## config.mk

```make
export PLATFORM = sky130hd
export DESIGN_NAME = uart_frame_parser
export DESIGN_NICKNAME = d
export VERILOG_FILES = /design/src/rtl/uart_frame_parser_pkg.sv /design/src/rtl/uart_frame_buf.sv /design/src/rtl/uart_frame_parser.sv
export SDC_FILE = /design/constraint.sdc
export NUM_CORES = 1
export LEC_CHECK = 0
export BUFFER_PORTS_ARGS = -buffer_cell sky130_fd_sc_hd__buf_2
export CAP_MARGIN = 20
export CORE_AREA = 3 3 130 132
export CTS_CLUSTER_SIZE = 10
export DETAILED_ROUTE_END_ITERATION = 16
export DIE_AREA = 0 0 133 135
export GPL_TIMING_DRIVEN = 0
export HOLD_SLACK_MARGIN = 0.03
export PLACE_DENSITY = 0.71
export SKIP_LAST_GASP = 1
export SLEW_MARGIN = 10
export SYNTH_ARGS = -nofsm -noshare
export SYNTH_HDL_FRONTEND = slang
export SYNTH_HIERARCHICAL = 1
export SYNTH_SLANG_ARGS = --single-unit
```

## constraint.sdc

```tcl
create_clock -name clk -period 2.9 [get_ports clk]
set_input_delay 0.435 -clock clk [delete_from_list [all_inputs] [get_ports clk]]
set_output_delay 0.435 -clock clk [all_outputs]
set_load 0.01 [all_outputs]
```

## src/rtl/uart_frame_parser_pkg.sv

```systemverilog
// Shared constants and types for the UART frame parser.
// Sync bytes, FSM encoding and character-time arithmetic.
package uart_frame_parser_pkg;

  localparam logic [7:0] SYNC1 = 8'h55;
  localparam logic [7:0] SYNC2 = 8'hAA;
  localparam int unsigned CHAR_BITS = 10;

  typedef enum logic [2:0] {
    ST_IDLE,
    ST_HDR2,
    ST_LEN,
    ST_PAYLOAD,
    ST_CSUM,
    ST_OUT
  } state_t;

  // start + 8 data + stop bits per character
  function automatic int unsigned char_cycles(
    input int unsigned clk_hz,
    input int unsigned bps
  );
    return CHAR_BITS * (clk_hz / bps);
  endfunction

endpackage

```

## src/rtl/uart_frame_buf.sv

```systemverilog
// Payload store for the frame parser.
// One synchronous write port, one asynchronous read port.
module uart_frame_buf #(
  parameter int unsigned DEPTH = 16,
  parameter int unsigned AW    = 4
) (
  input  logic          clk,
  input  logic          we,
  input  logic [AW-1:0] waddr,
  input  logic [7:0]    wdata,
  input  logic [AW-1:0] raddr,
  output logic [7:0]    rdata
);

  logic [7:0] mem [DEPTH];

  always_ff @(posedge clk) begin
    if (we) mem[waddr] <= wdata;
  end

  assign rdata = mem[raddr];

endmodule

```

## src/rtl/uart_frame_parser.sv

```systemverilog
// Parses 55 AA LEN payload CSUM frames from a UART byte stream
// and replays accepted payloads over a valid/ready port.
module uart_frame_parser
  import uart_frame_parser_pkg::*;
#(
  parameter int unsigned CLK           = 200_000_000,
  parameter int unsigned BPS           = 115200,
  parameter int unsigned MAX_LEN       = 16,
  parameter int unsigned TIMEOUT_CHARS = 4
) (
  input  logic       clk,
  input  logic       rst,
  input  logic [7:0] rx_data,
  input  logic       rx_done,
  output logic [7:0] out_data,
  output logic       out_valid,
  output logic       out_last,
  input  logic       out_ready,
  output logic       frame_ok,
  output logic       frame_err,
  output logic       rx_drop
);

  localparam int unsigned AW =
    (MAX_LEN > 1) ? $clog2(MAX_LEN) : 1;
  localparam int unsigned TO_CYC =
    TIMEOUT_CHARS * char_cycles(CLK, BPS);
  localparam logic [7:0] MAX_B = 8'(MAX_LEN);

  state_t      state, state_n;
  logic [7:0]  len, len_n;
  logic [7:0]  idx, idx_n;
  logic [7:0]  csum, csum_n;
  logic [31:0] cnt, cnt_n;
  logic        ok_n, err_n, drop_n;
  logic        we;
  logic        timed_out;
  logic        last_byte;
  logic [7:0]  rd_data;

  uart_frame_buf #(
    .DEPTH (MAX_LEN),
    .AW    (AW)
  ) u_buf (
    .clk   (clk),
    .we    (we),
    .waddr (idx[AW-1:0]),
    .wdata (rx_data),
    .raddr (idx[AW-1:0]),
    .rdata (rd_data)
  );

  assign timed_out = (cnt == TO_CYC - 1);
  assign last_byte = (idx == len - 8'd1);
  assign out_valid = (state == ST_OUT);
  assign out_last  = out_valid && last_byte;
  assign out_data  = out_valid ? rd_data : 8'h00;

  always_ff @(posedge clk) begin
    if (rst) begin
      state     <= ST_IDLE;
      len       <= '0;
      idx       <= '0;
      csum      <= '0;
      cnt       <= '0;
      frame_ok  <= 1'b0;
      frame_err <= 1'b0;
      rx_drop   <= 1'b0;
    end else begin
      state     <= state_n;
      len       <= len_n;
      idx       <= idx_n;
      csum      <= csum_n;
      cnt       <= cnt_n;
      frame_ok  <= ok_n;
      frame_err <= err_n;
      rx_drop   <= drop_n;
    end
  end

  always_comb begin
    state_n = state;
    len_n   = len;
    idx_n   = idx;
    csum_n  = csum;
    cnt_n   = '0;
    ok_n    = 1'b0;
    err_n   = 1'b0;
    drop_n  = 1'b0;
    we      = 1'b0;
    if (state inside {ST_HDR2, ST_LEN, ST_PAYLOAD, ST_CSUM}) begin
      cnt_n = cnt + 32'd1;
    end
    if (rx_done) cnt_n = '0;
    unique case (state)
      ST_IDLE: begin
        if (rx_done && rx_data == SYNC1) state_n = ST_HDR2;
      end
      ST_HDR2: begin
        if (rx_done) begin
          unique case (1'b1)
            rx_data == SYNC2: state_n = ST_LEN;
            rx_data == SYNC1: state_n = ST_HDR2;
            default:          state_n = ST_IDLE;
          endcase
        end else if (timed_out) begin
          state_n = ST_IDLE;
          err_n   = 1'b1;
        end
      end
      ST_LEN: begin
        if (rx_done) begin
          if (rx_data == 8'd0 || rx_data > MAX_B) begin
            state_n = ST_IDLE;
            err_n   = 1'b1;
          end else begin
            state_n = ST_PAYLOAD;
            len_n   = rx_data;
            idx_n   = '0;
            csum_n  = rx_data;
          end
        end else if (timed_out) begin
          state_n = ST_IDLE;
          err_n   = 1'b1;
        end
      end
      ST_PAYLOAD: begin
        if (rx_done) begin
          we     = 1'b1;
          csum_n = csum + rx_data;
          idx_n  = idx + 8'd1;
          if (idx + 8'd1 == len) state_n = ST_CSUM;
        end else if (timed_out) begin
          state_n = ST_IDLE;
          err_n   = 1'b1;
        end
      end
      ST_CSUM: begin
        if (rx_done) begin
          if (rx_data == csum) begin
            state_n = ST_OUT;
            ok_n    = 1'b1;
            idx_n   = '0;
          end else begin
            state_n = ST_IDLE;
            err_n   = 1'b1;
          end
        end else if (timed_out) begin
          state_n = ST_IDLE;
          err_n   = 1'b1;
        end
      end
      ST_OUT: begin
        // buffer is frozen here; stray bytes are only reported
        drop_n = rx_done;
        if (out_ready) begin
          if (last_byte) state_n = ST_IDLE;
          else           idx_n   = idx + 8'd1;
        end
      end
      default: state_n = ST_IDLE;
    endcase
  end

endmodule

```

==> results.sh <==
export IMPL_grt_pass1_vias=5778
export IMPL_dr_pass1_iters=5
export IMPL_cts_max_level=4
export IMPL_synth_cell_types=78
export IMPL_clkLatencyLatePin_ns=0.43
export IMPL_io_buffers=23
export IMPL_drv_cap=0
export IMPL_num_vias=5739
export IMPL_ys_async_sr_fraction_pct=0
export IMPL_fin_ws_ns=0.0922
export IMPL_detail_route_wl_per_cell_um=20.2
export IMPL_n_antenna_cell=0
export IMPL_status="complete, no violations"
export IMPL_synthCells=676
export IMPL_cts_tree="done"
export IMPL_fin_util_pct=61.5
export IMPL_grtUsageMet2_pct=35.9
export IMPL_wirelength_mm=19.2
export IMPL_die_x_um=133
export IMPL_drcViolationCount=0
export IMPL_peakVddDrop_mv=0.372
export IMPL_drive_above_1_share_pct=16.0
export IMPL_area_growth_syn_to_layout_pct=11.9
export IMPL_path_max_fanout=9
export IMPL_netlist_area_leader_share_pct=44.2
export IMPL_finClkSkew_ns=0.0106
export IMPL_hold_class="in -> reg"
export IMPL_clockBufferDepth=2
export IMPL_cp_data_arrival_time_ns=2.37
export IMPL_hold_violations=0
export IMPL_multi_input_area_sq_mm=0.00338
export IMPL_numCtsBuffers=17
export IMPL_place_congestion=0.899
export IMPL_crit_type="reg -> out"
export IMPL_max_freq_mhz=356
export IMPL_seq_area_sq_mm=0.00509
export IMPL_antenna_found_initial=0
export IMPL_row_count=46
export IMPL_nets=746
export IMPL_fin_crit_sh_pct=96.8
export IMPL_via_per_inst=6.03
export IMPL_grt_pass1_wl_mm=30.6
export IMPL_tns_ns=0
export IMPL_synth_seq_area_share_pct=58.4
export IMPL_path_cells="buf_6 -> or3_4 -> or3_4 -> a211oi_4 -> nand3_1 -> nor2_2 -> buf_2"
export IMPL_drt_iter0_drc=560
export IMPL_ys_ff_latch=190
export IMPL_worstMarginPinSlew_ns=1.00
export IMPL_ys_top_cells_by_area="edfxtp_1 44%, dfxtp_1 14%, mux4_2 4.7%"
export IMPL_io_pin_count=25
export IMPL_cts_sinks=190
export IMPL_grt_remaining_overflow=0
export IMPL_cellLeakagePower_nw=3.15
export IMPL_synth_area_leader_cell="edfxtp_1"
export IMPL_n_fill_cell=1228
export IMPL_synth_edf_count=128
export IMPL_use_met3_pct=3.99
export IMPL_grtUsageTotal_pct=22.1
export IMPL_p_per_area_mw_per_mm2=535
export IMPL_ys_warn_count=6
export IMPL_drv_slew=0
export IMPL_cp_num_buf_inv=2
export IMPL_avgSynthCellArea_sq_um=12.9
export IMPL_start_util_pct=55.0
export IMPL_setup_violations_final=0
export IMPL_worstPathRequired_ns=2.47
export IMPL_drtAntennaViolNets=0
export IMPL_maxSlewHeadroom_pct=32.4
export IMPL_cp_slowest_stage_delay_ns=0.40
export IMPL_clk_pin_slew_ns=0.06
export IMPL_dp_slack_ns=-0.122
export IMPL_core_area_sq_mm=0.0158
export IMPL_hold_worst_slack_ns=0.401
export IMPL_cpLargestDelayFamily="simple AND/OR/NAND/NOR gates"
export IMPL_cp_start_kind="flip-flop"
export IMPL_root_buffer="clkbuf_16"
export IMPL_crit_top_cell="or3_4"
export IMPL_grt_max_degree=24
export IMPL_worstSetupEndpointType="output pin"
export IMPL_grt_busiest_layer="met2"
export IMPL_critPathSlowestCell="or3_4"
export IMPL_die_area_sq_mm=0.0180
export IMPL_rsz0062_at_grt="no"
export IMPL_netlist_area_sq_mm=0.00870
export IMPL_dpl_hpwl_mm=12.8
export IMPL_ctsHoldBuffers=0
export IMPL_layout_min_cycle_time_ns=2.81
export IMPL_synth_fp_nets=699
export IMPL_synth_flop_cell="edfxtp_1"
export IMPL_chipHeight_um=135
export IMPL_met1_usage_pct=30.1
==> worst reg2reg max path, stage by stage, from the launching register on <==
cell	delay (ns)
dfxtp_1	0.46
nand2b_1	0.21
nor2_2	0.21
nand2_1	0.23
inv_2	0.23
or3b_2	0.56
nor3_2	0.30
buf_2	0.25
==> cell usage after synthesis (14+ instances only) <==
library cell	count
nand2_1	54
a21oi_1	14
mux4_1	14
inv_1	24
nor3_1	21
nand3_1	18
a22oi_1	17
nor2_1	67
edfxtp_1	128
xor2_1	25
clkbuf_1	16
dfxtp_1	62
mux4_2	18
xnor2_1	18
==> final timing paths <==
check                  from         endpoint  slack, ns  cells past startpoint
setup / recovery     len[2]         out_last       0.09                      7
hold / removal    out_ready         state[2]       0.40                      3
setup reg to reg   state[1]  u_buf/mem[0][2]       0.14                      7
hold reg to reg      cnt[0]           cnt[0]       0.48                      1
==> registers in the layout, summed over array words and instances, names as in the netlist <==
register,cells
u_buf/mem,128
cnt,32
csum,8
idx,8
len,8
state,3
frame_err,1
frame_ok,1
rx_drop,1
==> routing by layer <==
metal	vias up	wire length (um)
met5	-	0
met4	0	415
met3	37	1100
met2	184	9320
met1	2843	8380
li1	2675	-
==> per-stage QoR <==
stage | power [W] | area, sq um | cells
2_1_floorplan | 0.00297 | 8700 | 676
3_3_place_gp | 0.00303 | 9080 | 915
3_5_place_dp | 0.00303 | 9110 | 919
4_1_cts | 0.00524 | 9700 | 952
5_1_grt | 0.00537 | 9730 | 952
6_report | 0.00521 | 9730 | 952
==> final cells by class <==
cell class              instances  share of cell area [%]
repair buffers                 28                    1.49
multi-input cells             430                    34.7
plain buffers                  30                    1.79
well taps                     216                    2.78
flip-flops and latches        190                    52.3
clock buffers                  23                    5.36
inverters                      26                    1.00
clock inverters                 9                   0.578
==> power by group <==
part | leakage, nW | switching [W] | internal [W]
logic | 1.21 | 0.0000734 | 0.0000170
registers | 1.65 | 0.0000000193 | 0.00288
clock network | 0.296 | 0.000965 | 0.00127
total | 3.15 | 0.00104 | 0.00417
==> kinds of logic (layout without fill, tap and decap cells) <==
kind of cell / Yosys count / count (layout) / share of synthesized area, %
xor gates and xnor gates: 44 / 44 / 4.52
and+or+nand+nor: 249 / 249 / 15.0
buffers and inverters: 56 / 116 / 3.11
adders and majority gates: 12 / 12 / 1.78
DFF: 190 / 190 / 58.4
AOI/OAI and AO/OA: 92 / 92 / 8.10
muxes: 33 / 33 / 9.02
==> layout by cell type, fill, tap and decap left out, types with 3 or more instances in the layout <==
cell type,Yosys,layout
mux4_2,18,18
clkbuf_1,16,17
a21oi_1,14,14
nand2b_1,7,7
a211oi_1,3,3
nor4_1,11,11
nor3_1,21,19
buf_4,1,3
xor2_1,25,25
or2_2,3,3
ha_1,10,10
and3_1,12,12
dfxtp_1,62,60
o41ai_1,7,7
mux4_1,14,14
nor3b_1,6,6
clkbuf_16,0,20
a311o_1,7,7
edfxtp_1,128,128
or3_1,5,5
nand2_1,54,54
clkdlybuf4s25_2,3,3
nand4_1,12,12
buf_6,4,4
o21ai_0,12,12
clkinv_4,0,3
and4_1,4,4
o311ai_0,3,3
buf_2,5,31
nand3b_1,4,4
xnor2_1,18,18
a22oi_1,17,16
o21a_1,4,4
nor2_2,0,4
nand3_1,18,18
nor2b_1,4,4
inv_1,24,26
nor2_1,67,62
a21o_1,3,3
==> what timing repair did <==
item | 4_1_cts | 5_1_grt
endpoints found under the setup margin | 26 | 52
buffers inserted | 1 | 0
resized for setup | 5 | 9
pin swaps | 0 | 1
(Power assumes the default switching activity.)
